<file path="src/rtl/dmi_arbiter.sv">
// dmi_arbiter: shares one DMI request/response channel between NREQ
// requesters. Round-robin grant, exactly one outstanding transaction,
// responses routed back to the issuing requester. A response watchdog
// synthesizes an error response (resp=2, data=0) if the debug module
// stalls, and the late response is swallowed when it eventually arrives.
//
// Ports:
//   clk, reset_n            clock, asynchronous active-low reset
//   in_req_*                per-requester request channels (packed slices)
//   in_resp_*               per-requester response valid/ready, shared bits
//   out_req_*               request channel to the debug module
//   out_resp_*              response channel from the debug module
//   busy                    any state but IDLE, or a late response pending
//   grant_id                current / last granted requester
//   timeout_cnt             saturating count of watchdog timeouts
module dmi_arbiter #(
  parameter int NREQ    = 2,
  parameter int TIMEOUT = 1024,
  parameter int CW      = 16
) (
  input  logic                      clk,
  input  logic                      reset_n,
  input  logic [NREQ-1:0]           in_req_valid,
  output logic [NREQ-1:0]           in_req_ready,
  input  logic [7*NREQ-1:0]         in_req_bits_addr,
  input  logic [2*NREQ-1:0]         in_req_bits_op,
  input  logic [32*NREQ-1:0]        in_req_bits_data,
  output logic [NREQ-1:0]           in_resp_valid,
  input  logic [NREQ-1:0]           in_resp_ready,
  output logic [1:0]                in_resp_bits_resp,
  output logic [31:0]               in_resp_bits_data,
  output logic                      out_req_valid,
  input  logic                      out_req_ready,
  output logic [6:0]                out_req_bits_addr,
  output logic [1:0]                out_req_bits_op,
  output logic [31:0]               out_req_bits_data,
  input  logic                      out_resp_valid,
  output logic                      out_resp_ready,
  input  logic [1:0]                out_resp_bits_resp,
  input  logic [31:0]               out_resp_bits_data,
  output logic                      busy,
  output logic [$clog2(NREQ)-1:0]   grant_id,
  output logic [7:0]                timeout_cnt
);

  localparam int          GW = $clog2(NREQ);
  localparam int unsigned NR = NREQ;

  typedef enum logic [1:0] {IDLE, REQ, RESP, TERR} state_t;

  state_t          state, state_n;
  logic [GW-1:0]   grant_q, grant_n;
  logic [GW-1:0]   rr_q, rr_n;
  logic            drop_q, drop_n;
  logic [CW-1:0]   wd_q, wd_n;
  logic [7:0]      tcnt_q, tcnt_n;

  // Per-requester views of the packed request buses.
  logic [6:0]  addr_a [NREQ];
  logic [1:0]  op_a   [NREQ];
  logic [31:0] data_a [NREQ];

  for (genvar i = 0; i < NREQ; i++) begin : g_unpack
    assign addr_a[i] = in_req_bits_addr[7*i +: 7];
    assign op_a[i]   = in_req_bits_op[2*i +: 2];
    assign data_a[i] = in_req_bits_data[32*i +: 32];
  end

  // Cyclic search for the first valid requester at or after rr_q.
  logic          found;
  logic [GW-1:0] pick;
  logic [GW-1:0] idx;

  always_comb begin
    found = 1'b0;
    pick  = '0;
    idx   = '0;
    for (int unsigned i = 0; i < NR; i++) begin
      idx = GW'((32'(rr_q) + i) % NR);
      if (!found && in_req_valid[idx]) begin
        found = 1'b1;
        pick  = idx;
      end
    end
  end

  always_comb begin
    state_n           = state;
    grant_n           = grant_q;
    rr_n              = rr_q;
    drop_n            = drop_q;
    wd_n              = wd_q;
    tcnt_n            = tcnt_q;
    in_req_ready      = '0;
    in_resp_valid     = '0;
    in_resp_bits_resp = '0;
    in_resp_bits_data = '0;
    out_req_valid     = 1'b0;
    out_req_bits_addr = '0;
    out_req_bits_op   = '0;
    out_req_bits_data = '0;
    // A pending late response is consumed in every state.
    out_resp_ready    = drop_q;

    if (drop_q && out_resp_valid) drop_n = 1'b0;

    case (state)
      IDLE: begin
        if (found && !drop_q) begin
          grant_n = pick;
          rr_n    = (pick == GW'(NREQ-1)) ? '0 : pick + GW'(1);
          state_n = REQ;
        end
      end
      REQ: begin
        out_req_valid          = 1'b1;
        out_req_bits_addr      = addr_a[grant_q];
        out_req_bits_op        = op_a[grant_q];
        out_req_bits_data      = data_a[grant_q];
        in_req_ready[grant_q]  = out_req_ready;
        if (out_req_ready) begin
          state_n = RESP;
          wd_n    = '0;
        end
      end
      RESP: begin
        in_resp_valid[grant_q] = out_resp_valid;
        out_resp_ready         = drop_q | in_resp_ready[grant_q];
        in_resp_bits_resp      = out_resp_bits_resp;
        in_resp_bits_data      = out_resp_bits_data;
        // A handshake on the final watchdog cycle wins over the timeout.
        if (out_resp_valid && in_resp_ready[grant_q]) begin
          state_n = IDLE;
        end else if (wd_q == CW'(TIMEOUT-1)) begin
          state_n = TERR;
          drop_n  = 1'b1;
          if (tcnt_q != 8'hFF) tcnt_n = tcnt_q + 8'd1;
        end else begin
          wd_n = wd_q + CW'(1);
        end
      end
      TERR: begin
        in_resp_valid[grant_q] = 1'b1;
        in_resp_bits_resp      = 2'd2;
        if (in_resp_ready[grant_q]) state_n = IDLE;
      end
      default: state_n = IDLE;
    endcase
  end

  always_ff @(posedge clk or negedge reset_n) begin
    if (!reset_n) begin
      state   <= IDLE;
      grant_q <= '0;
      rr_q    <= '0;
      drop_q  <= 1'b0;
      wd_q    <= '0;
      tcnt_q  <= '0;
    end else begin
      state   <= state_n;
      grant_q <= grant_n;
      rr_q    <= rr_n;
      drop_q  <= drop_n;
      wd_q    <= wd_n;
      tcnt_q  <= tcnt_n;
    end
  end

  assign busy        = (state != IDLE) || drop_q;
  assign grant_id    = grant_q;
  assign timeout_cnt = tcnt_q;

endmodule

</file>
<file path="config.mk">
export PLATFORM = sky130hd
export DESIGN_NAME = dmi_arbiter
export DESIGN_NICKNAME = d
export VERILOG_FILES = /design/src/rtl/dmi_arbiter.sv
export SDC_FILE = /design/constraint.sdc
export NUM_CORES = 1
export LEC_CHECK = 0
export ABC_AREA = 1
export CAP_MARGIN = 20
export CELL_PAD_IN_SITES_DETAIL_PLACEMENT = 0
export CELL_PAD_IN_SITES_GLOBAL_PLACEMENT = 1
export CORE_MARGIN = 4
export CORE_UTILIZATION = 19
export CTS_BUF_LIST = sky130_fd_sc_hd__clkbuf_4
export CTS_CLUSTER_SIZE = 24
export DETAILED_ROUTE_END_ITERATION = 8
export PLACE_DENSITY_LB_ADDON = 0.1
export SLEW_MARGIN = 20
export SYNTH_ARGS = -nofsm -noshare
export SYNTH_HDL_FRONTEND = slang
export SYNTH_SLANG_ARGS = --single-unit
</file>
<file path="constraint.sdc">
create_clock -name clk -period 1.36 [get_ports clk]
set_input_delay 0.272 -clock clk [delete_from_list [all_inputs] [get_ports clk]]
set_output_delay 0.272 -clock clk [all_outputs]
set_load 0.005 [all_outputs]
</file>
==> flow_metrics.py <==
metrics = {
    "timing": {
        "setup-tns-final_ps": -41130,
        "period_minus_slack_ps": 1870,
        "relSlewSlack_pct": 79.5,
        "slew_violations": 0,
        "min_period_over_period_pct": 137,
        "max_freq_ghz": 0.536,
        "setup_viol": 111,
        "rsz0062_at_grt": "yes",
        "tightest_slew_ps": 306,
        "clock_skew_ps": 8.67,
        "fin_ws_ps": -507,
        "final_hold_viol_count": 0,
    },
    "cells_and_area": {
        "final_util_pct": 46.3,
        "final_cells": 991,
        "diodes": 0,
        "drive_above_1_share_pct": 41.6,
        "syn_to_final_growth_pct": 135,
        "nets": 936,
    },
    "logic_synthesis": {
        "synth-compound-area-share_pct": 11.8,
        "synth_simple_gate_area_share_pct": 45.7,
        "synth_common_cells": "nand2_1, nor2_1, inv_1",
        "synth_top_area_share_pct": 26.2,
        "muxShareOfSynthArea_pct": 0,
        "synth_top_family_by_area": "simple AND/OR/NAND/NOR gates",
        "synth_warnings": 0,
        "synth_edf_count": 0,
        "synth_most_common_cell": "nand2_1",
        "avgSynthCellArea_um2": 5.62,
        "syn-cell-area_mm2": 0.00278,
        "synth.distinct_cells": 30,
        "synth_area_leaders": "nand2_1, dfrtp_1, nor2_1",
        "ys_seq_area_share_pct": 26.1,
        "synthXorXnorAreaFrac_pct": 3.47,
        "yosysTopAreaCell": "nand2_1",
        "synth-seq-cells": 29,
        "synthAdderAreaFrac_pct": 0.900,
        "async_flop_share_pct": 100,
        "syn_nets": 621,
        "ys.flop_type": "dfrtp_1",
        "syn-instance-count": 495,
    },
    "route": {
        "drtIter0Drc": 119,
        "num_vias": 4207,
        "wl_mm": 15.0,
        "drt_pass1_iterations": 4,
        "ant_nets": 0,
        "via_per_inst": 4.25,
        "drcViolationCount": 0,
        "wire_per_inst_um": 15.1,
    },
    "global_route": {
        "grt_pass1_wl_mm": 22.1,
        "grt_pass1_vias": 4041,
        "antenna_found_initial": 0,
        "overflow": 0,
        "grt_max_degree": 30,
        "grt_use_total_pct": 16.9,
    },
    "cts": {
        "cts-htree-levels": 2,
        "numCtsBuffers": 5,
        "clk_pin_slew_ps": 110,
        "clk_latency_ps": 340,
        "clock-sinks": 29,
        "cts_buffer_depth": 2,
        "cts_tree": "built",
        "cts-root-buf": "clkbuf_4",
        "hold_buffers": 0,
    },
    "critical_path": {
        "cp-start-kind": "register",
        "crit_type": "reg2out",
        "path_max_fanout": 6,
        "cp_data_required_time_ps": 1090,
        "critPathCaptureType": "output pin",
        "arrival_ps": 1600,
    },
    "power": {
        "leakagePower_nw": 3.24,
        "ir_drop_v": 0.000652,
        "power_w": 0.00961,
        "power.density_mw_per_mm2": 1470,
    },
    "hold_path": {
        "hold_class": "in2async",
    },
    "place": {
        "placedCellCount": 932,
        "gp_congestion": 0.786,
        "port-buffer-count": 214,
        "pre_cts_ws_ps": -829,
        "dp_hpwl_mm": 10.7,
    },
    "die": {
        "dieHeight_um": 129,
        "rows": 43,
        "io_pins": 215,
        "initial_core_util_pct": 19.7,
        "core_mm2": 0.0141,
        "fp.dieW_um": 129,
        "dieArea_mm2": 0.0166,
    },
    "outcome": {
        "status": "complete, but fails checks",
        "violations": "negative setup slack",
    },
    "run": {
        "maxCapViolCount": 0,
    },
}
## layout by cell type, fill, tap and decap left out, types with 3 or more instances in the layout
master,count
inv_2,6
nand2_8,3
dlygate4sd2_1,6
nor2_1,57
nand2_2,26
nand2_1,165
nor2_4,7
a21oi_1,3
buf_16,9
inv_1,52
nand2_4,7
nor2_2,16
nor3_2,3
clkbuf_4,5
buf_6,21
nand4_1,7
buf_2,75
o21ai_2,7
xnor2_1,7
nand3_2,3
clkdlybuf4s50_1,123
buf_8,4
nand3_1,11
dfrtp_1,26
clkbuf_2,5
a21oi_2,38
dfrtp_2,3
buf_12,12
xor2_1,4
buf_4,71
## cell type report
| cell class | instances | area, µm² |
|---|---|---|
| Fill cell | 1410 | 7570 |
| Clock buffer | 5 | 37.5 |
| Tap cell | 180 | 225 |
| Sequential cell | 29 | 729 |
| Multi-Input combinational cell | 384 | 2200 |
| Inverter | 63 | 264 |
| Timing Repair Buffer | 327 | 3030 |
| Clock inverter | 3 | 41.3 |
## per-stage QoR
step,area [µm²],hold WS (ps)
global route,6520,278
CTS,6420,275
finish,6520,289
detailed placement,5620,481
global placement,5620,474
floorplan,2820,-23.6
## worst paths after layout
check	from	endpoint	cells after the start	slack (ps)
max	state[1]	out_req_bits_data[25]	7	-510
min	reset_n	wd_q[9]	2	290
max reg2reg	state[1]	wd_q[14]	12	-340
min reg2reg	rr_q	rr_q	2	510
max in group asynchronous	reset_n	timeout_cnt[4]	2	890
min in group clk	rr_q	rr_q	2	510
## critical path, stage by stage (launching register included)
cell and delay, ps:
dfrtp_1 410, buf_6 120, nor2_4 150, inv_6 70, buf_6 140, buf_16 130
a21oi_2 90, buf_2 140
## state kept, by name, summed over array words and instances (netlist names)
register / count
state: 2
timeout_cnt: 8
grant_id: 1
drop_q: 1
wd_q: 16
rr_q: 1
## repair_timing
| item | in CTS | in global routing |
|---|---|---|
| setup buffers | 39 | 6 |
| gates resized for setup | 468 | 59 |
| gates cloned | 12 | 1 |
| endpoints found under the setup margin | 117 | 112 |
| pin swaps | 13 | 9 |
## layer usage
| layer | track usage (%) | wire length [µm] | vias to the layer above |
|---|---|---|---|
| met5 | 0 | 0 | - |
| met4 | 3.77 | 271 | 0 |
| met3 | 2.82 | 963 | 18 |
| met2 | 30.4 | 7490 | 133 |
| met1 | 20.9 | 6250 | 1896 |
| li1 | - | - | 2160 |
## logic make-up after synthesis
logic type	Yosys count
AO/OA/AOI/OAI	59
XOR/XNOR	11
adder cells (fa/ha/maj)	2
buffers and inverters	83
flip-flops	29
AND/OR/NAND/NOR	311
## where the power goes
group          internal, W  total (W)  switching, W
Clock             0.000381   0.000731      0.000350
Sequential        0.000956    0.00105     0.0000972
Combinational      0.00407    0.00783       0.00375
Note: power is estimated with default switching activity, not from simulation.
